## config.mk

```make
export PLATFORM = sky130hd
export DESIGN_NAME = dmem_access_ctrl
export DESIGN_NICKNAME = d
export VERILOG_FILES = /design/src/rtl/dmem_access_ctrl_pkg.sv /design/src/rtl/dmem_lane_align.sv /design/src/rtl/dmem_access_ctrl.sv
export SDC_FILE = /design/constraint.sdc
export NUM_CORES = 1
export LEC_CHECK = 0
export CORE_MARGIN = 4
export CORE_UTILIZATION = 47
export CTS_CLUSTER_DIAMETER = 120
export CTS_CLUSTER_SIZE = 12
export DETAILED_ROUTE_END_ITERATION = 10
export DONT_BUFFER_PORTS = 1
export GPL_ROUTABILITY_DRIVEN = 0
export PLACE_DENSITY_LB_ADDON = 0.2
export SETUP_SLACK_MARGIN = 0.15
export SYNTH_ARGS = -nofsm -noshare
export SYNTH_HDL_FRONTEND = slang
export SYNTH_HIERARCHICAL = 1
export SYNTH_SLANG_ARGS = --single-unit
```

## constraint.sdc

```tcl
create_clock -name clock -period 3.4 [get_ports clock]
set_clock_uncertainty 0.15 [all_clocks]
set_input_delay 0.68 -clock clock [delete_from_list [all_inputs] [get_ports clock]]
set_output_delay 0.68 -clock clock [all_outputs]
set_load 0.01 [all_outputs]
```

## src/rtl/dmem_access_ctrl_pkg.sv

```systemverilog
// Shared encodings for the MEM-stage data-memory access controller:
// access sizes, controller states and the default bus timeout.
package dmem_access_ctrl_pkg;

   localparam logic [1:0] MEM_SIZE_BYTE = 2'b00;
   localparam logic [1:0] MEM_SIZE_HALF = 2'b01;
   localparam logic [1:0] MEM_SIZE_WORD = 2'b10;

   localparam int DEFAULT_TIMEOUT = 255;

   typedef enum logic [1:0] {
      IDLE = 2'd0,
      REQ  = 2'd1,
      DONE = 2'd2
   } state_t;

endpackage

```

## src/rtl/dmem_lane_align.sv

```systemverilog
// Little-endian lane steering: byte enables, store-data replication,
// load lane extraction with sign/zero extension, and alignment checking.
module dmem_lane_align
   import dmem_access_ctrl_pkg::*;
#(
   parameter int DATA_W = 32
) (
   input  logic [1:0]        i_size,
   input  logic              i_unsigned,
   input  logic [1:0]        i_addrLsb,
   input  logic [DATA_W-1:0] i_wdata,
   input  logic [DATA_W-1:0] i_busRdata,
   output logic [3:0]        o_be,
   output logic [DATA_W-1:0] o_wdata,
   output logic [DATA_W-1:0] o_rdata,
   output logic              o_misaligned
);

   logic [7:0]  w_byte;
   logic [15:0] w_half;

   assign w_byte = i_busRdata[{i_addrLsb, 3'b000} +: 8];
   assign w_half = i_addrLsb[1] ? i_busRdata[31:16] : i_busRdata[15:0];

   always_comb begin
      o_be         = 4'b0000;
      o_wdata      = '0;
      o_rdata      = '0;
      o_misaligned = 1'b0;
      case (i_size)
         MEM_SIZE_BYTE: begin
            o_be    = 4'b0001 << i_addrLsb;
            o_wdata = {4{i_wdata[7:0]}};
            o_rdata = {{24{~i_unsigned & w_byte[7]}}, w_byte};
         end
         MEM_SIZE_HALF: begin
            o_misaligned = i_addrLsb[0];
            o_be         = i_addrLsb[1] ? 4'b1100 : 4'b0011;
            o_wdata      = {2{i_wdata[15:0]}};
            o_rdata      = {{16{~i_unsigned & w_half[15]}}, w_half};
         end
         MEM_SIZE_WORD: begin
            o_misaligned = |i_addrLsb;
            o_be         = 4'b1111;
            o_wdata      = i_wdata;
            o_rdata      = i_busRdata;
         end
         default: begin
            o_misaligned = 1'b1;
         end
      endcase
   end

endmodule

```

## src/rtl/dmem_access_ctrl.sv

```systemverilog
// MEM-stage data-memory controller: turns a load/store request into a
// registered req/ack bus transaction and stalls the pipeline until it ends.
module dmem_access_ctrl
   import dmem_access_ctrl_pkg::*;
#(
   parameter int DATA_W  = 32,
   parameter int ADDR_W  = 32,
   parameter int TIMEOUT = DEFAULT_TIMEOUT
) (
   input  logic              clock,
   input  logic              reset,
   input  logic              mem_read,
   input  logic              mem_write,
   input  logic [1:0]        mem_size,
   input  logic              mem_unsigned,
   input  logic [ADDR_W-1:0] addr,
   input  logic [DATA_W-1:0] wdata,
   output logic              mem_ready,
   output logic [DATA_W-1:0] rdata,
   output logic              misaligned,
   output logic              bus_err,
   output logic              bus_req,
   output logic              bus_we,
   output logic [ADDR_W-1:0] bus_addr,
   output logic [3:0]        bus_be,
   output logic [DATA_W-1:0] bus_wdata,
   input  logic              bus_ack,
   input  logic [DATA_W-1:0] bus_rdata
);

   localparam int               CNT_W   = $clog2(TIMEOUT + 1);
   localparam logic [CNT_W-1:0] CNT_MAX = CNT_W'(TIMEOUT);

   state_t              r_state;
   logic [CNT_W-1:0]    r_count;
   logic                r_busReq;
   logic                r_busWe;
   logic [ADDR_W-1:0]   r_busAddr;
   logic [3:0]          r_busBe;
   logic [DATA_W-1:0]   r_busWdata;
   logic [DATA_W-1:0]   r_rdata;
   logic                r_busErr;

   logic                w_access;
   logic                w_misaligned;
   logic                w_start;
   logic [3:0]          w_be;
   logic [DATA_W-1:0]   w_wdata;
   logic [DATA_W-1:0]   w_loadData;

   dmem_lane_align #(
      .DATA_W(DATA_W)
   ) u_laneAlign (
      .i_size      (mem_size),
      .i_unsigned  (mem_unsigned),
      .i_addrLsb   (addr[1:0]),
      .i_wdata     (wdata),
      .i_busRdata  (bus_rdata),
      .o_be        (w_be),
      .o_wdata     (w_wdata),
      .o_rdata     (w_loadData),
      .o_misaligned(w_misaligned)
   );

   assign w_access   = mem_read | mem_write;
   assign w_start    = (r_state == IDLE) && w_access && !w_misaligned;
   assign misaligned = w_access && w_misaligned;

   // A misaligned request completes immediately so the trap path can take it.
   assign mem_ready  = (r_state == DONE) || ((r_state == IDLE) && !w_start);

   assign rdata      = r_rdata;
   assign bus_err    = r_busErr;
   assign bus_req    = r_busReq;
   assign bus_we     = r_busWe;
   assign bus_addr   = r_busAddr;
   assign bus_be     = r_busBe;
   assign bus_wdata  = r_busWdata;

   always_ff @(posedge clock or negedge reset) begin
      if (!reset) begin
         r_state    <= IDLE;
         r_count    <= '0;
         r_busReq   <= 1'b0;
         r_busWe    <= 1'b0;
         r_busAddr  <= '0;
         r_busBe    <= 4'b0000;
         r_busWdata <= '0;
         r_rdata    <= '0;
         r_busErr   <= 1'b0;
      end else begin
         case (r_state)
            IDLE: begin
               if (w_start) begin
                  r_busReq   <= 1'b1;
                  r_busWe    <= mem_write;
                  r_busAddr  <= {addr[ADDR_W-1:2], 2'b00};
                  r_busBe    <= w_be;
                  r_busWdata <= w_wdata;
                  r_count    <= '0;
                  r_busErr   <= 1'b0;
                  r_state    <= REQ;
               end
            end
            REQ: begin
               r_count <= r_count + CNT_W'(1);
               // An ack on the final allowed cycle still wins over the timeout.
               if (bus_ack) begin
                  r_busReq <= 1'b0;
                  r_rdata  <= r_busWe ? '0 : w_loadData;
                  r_state  <= DONE;
               end else if (r_count == CNT_MAX) begin
                  r_busReq <= 1'b0;
                  r_busErr <= 1'b1;
                  r_rdata  <= '0;
                  r_state  <= DONE;
               end
            end
            DONE: begin
               r_count  <= '0;
               r_busErr <= 1'b0;
               r_state  <= IDLE;
            end
            default: begin
               r_busReq <= 1'b0;
               r_state  <= IDLE;
            end
         endcase
      end
   end

endmodule

```

==> results by group <==
Global routing
  • Gr ovfl total: 0
  • Vias in the first global route: between 4k and 5k
  • Pin count of the biggest net entering global routing: between 100 and 150
  • First-pass GRT wire length: 23180 um
  • Initial antenna violation count: 0
  • Total GRT Usage: 20.86%

Route
  • DRT iter0 DRCs: roughly 280
  • Total wire length: 14720 um
  • Wire per inst: 23.58 um
  • First-pass DRT Iterations: 5
  • Antenna Nets Post-Route: 0
  • Detailed-route via count: between 4k and 5k
  • DR DRC count: 0
  • Number of vias per cell: around 6.4

Floorplanning
  • Die width: 117.9 um
  • Die height: 117.9 um
  • Initial core utilization: 48.91%
  • Ports: roughly 210
  • Die area: 0.01391 mm^2
  • FP Rows: 39
  • Core Area: approximately 0.012 mm^2

Setup path
  • FF-to-FF path depth: 5
  • Setup crit start kind: input pin
  • CP max FO: 34
  • Critical path data required time: 2.57 ns
  • Crit. End Element: primary output
  • Register-to-register path setup slack: 1.32 ns
  • R2r startpoint: r_state[1]
  • CP Launch Point: mem_size[0]
  • Critical path class: in -> out
  • Critical Path AT: 1.56 ns

Synth
  • Yosys cell types: 49
  • Mapped Cells: 498
  • Post-synthesis mux area share: 15.62%
  • Sequential share of the synthesized area: 48.90%
  • Main combinational cell family by area after synthesis: compound AO/OA/AOI/OAI gates
  • Synthesized cell area: 0.005680 mm^2
  • Most used DFF post-synth: dfrtp_1
  • Synth area leaders: dfrtp_1 (49%), mux2_2 (11%), a221o_1 (6.0%)
  • Synth Area in XOR/XNOR: less than 1%
  • Simple-gate share of the synthesized area: 11.39%
  • Post-synthesis compound-gate area fraction: 18.81%
  • Most frequent cell after synthesis: dfrtp_1
  • Yosys reg bits: around 110
  • Synth top area share: 48.90%
  • Yosys top cell by area: dfrtp_1
  • Synth warnings: 6
  • Avg Inst Size Synth: 11.41 um^2
  • Synth top cells by count: dfrtp_1 (111), mux2_2 (56), a221o_1 (34), and2_1 (25), nand2_1 (24)
  • Ys async rst share: 100.0%
  • Adder-Cell Fraction of Synth Area: 0.2203%
  • Number of synthesized flops with an enable pin: 0

Clocking
  • TritonCTS clock tree: done
  • Postcts setup bufs: 0
  • Worst-Skew Late Latency: 0.34 ns
  • Reg clk slew, reported paths: 0.07 ns
  • H-Tree Depth: 3
  • Bufs on Longest Clock Path: 2
  • Clk root buf: clkbuf_16
  • Clock sink count: ~110
  • CTS Buf Count: 9
  • Post-CTS resize count: 0

Cells and area
  • # fillers: 1036
  • Fin cells: 624
  • Antenna cell count: 0
  • Syn-to-layout area delta: 5.903%
  • Nets: 581
  • Share of cells above drive strength 1: 17.88%
  • Multi-input gate area: approximately 0.0027 mm^2
  • Register area: about 0.0028 mm^2

Timing
  • Min Hold Slack: -0.1186 ns
  • Final period utilization: 70.40%
  • Fmax: between 0.4 and 0.5 GHz
  • Unrepaired setup endpoints after global routing: false
  • Tightest Pin Transition: a little over 0.8 ns
  • Slew HR: 45.68%
  • Final Setup Violations: 0
  • Final worst setup slack: 1.007 ns
  • Final Hold Viols: about 110
  • Setup TNS: 0 ns
  • Fin. max-slew vios: 0
  • Fin crit period: 2.393 ns

Pwr
  • Switching Fraction: 35.33%
  • Power, Total: 4.640 mW
  • Leakage: 2.631 nW
  • PwrDens: 771.4 mW/mm^2
  • Peak VDD IR: between 0.3 and 0.4 mV
  • Combinational share of power: between 20% and 30%
  • Share of power burned in the clock network: between 20% and 30%
  • Net Sw Power: approximately 1.6 mW
  • Internal power: 3.001 mW
  • Sequential power share: a little under three fifths

Run status
  • Failing checks: negative hold slack
  • Status: complete, but fails checks

Job
  • Max cap viols: 0

Placed design
  • Hpwl dp: 10520 um
  • Placed cell count: between 600 and 700
  • PortBufs: 0
  • Placement Setup Slack: 0.9765 ns

Hold path
  • Hold Path Class: in -> async
## cells by family after synthesis
group                      count (synthesis)
buffers and inverters                     53
AOI/OAI and AO/OA                        138
muxes                                     78
DFF                                      111
xor gates and xnor gates                   2
adders and majority gates                  1
other                                      1
and+or+nand+nor                          114
## cell usage in the layout, fill, tap and decap left out, types with 2 or more instances in the layout
cell type and count:
nor3b_1 3, and2_0 15, buf_4 6, o21ai_0 20, a21oi_1 22, nand2_1 24, nor4_1 3, nand4_1 2
a22o_1 3, xnor2_1 2, a221o_1 34, o211a_1 3, nand2b_1 3, and2_1 25, clkinv_4 2, inv_1 12
a32oi_1 7, mux2_1 19, nor2_1 12, nand3_1 4, mux2i_1 2, a21o_1 9, inv_8 2, nor3_1 2
conb_1 2, a211o_1 19, mux2_2 56, dfrtp_1 111, nor2b_1 13, o31ai_1 7, clkbuf_16 9, o211ai_1 7
## final cells by class
| type | count | area share (%) |
|---|---|---|
| Inverter | 12 | 0.7488 |
| Sequential cell | 111 | 46.17 |
| Clock buffer | 10 | 3.973 |
| Multi-Input combinational cell | 335 | 44.18 |
| Clock inverter | 6 | 0.8735 |
| Tap cell | 143 | 2.974 |
| Timing Repair Buffer | 7 | 1.082 |
## per-layer routing
| metal | up-vias | track usage [%] | part of all wire [%] |
|---|---|---|---|
| li1 | 1803 | - | - |
| met1 | 1982 | 23.86 | 36 |
| met2 | 205 | 33.96 | 49 |
| met3 | 16 | 11.24 | 13 |
| met4 | 0 | 5.861 | 1.7 |
| met5 | - | 0 | 0 |
## power groups by stage
stage,clock (mW),sequential [mW],combinational [mW]
finish,1.03,2.61,1.01
CTS,1.05,2.62,1.02
global placement,0,2.63,0.968
detailed placement,0,2.63,1.03
floorplan,0,2.45,0.904
global route,1.12,2.69,1.13
## state kept, by name, summed over array words and instances (netlist names)
register	flops
bus_wdata	32
rdata	32
bus_addr	30
r_count	8
bus_be	4
r_state	2
bus_err	1
bus_req	1
bus_we	1
## worst max-delay path: stages
cell,delay [ns]
inv_1,0.08
a21oi_1,0.48
nor2b_1,0.32
## metrics by stage
| step | util (%) | cell area, um^2 |
|---|---|---|
| 2_1_floorplan | - | 5684 |
| 3_5_place_dp | 49.29 | 5724 |
| 5_1_grt | 51.80 | 6016 |
| 4_1_cts | 51.80 | 6016 |
| 3_3_place_gp | 49.29 | 5724 |
| 6_report | 51.80 | 6016 |
## worst paths after layout
check | end
max | misaligned
min in group clock | bus_addr[14]
min reg2reg | r_count[7]
min | rdata[26]
max in group asynchronous | bus_wdata[14]
max reg2reg | rdata[8]
No activity file was read; power rests on OpenSTA's default activity.
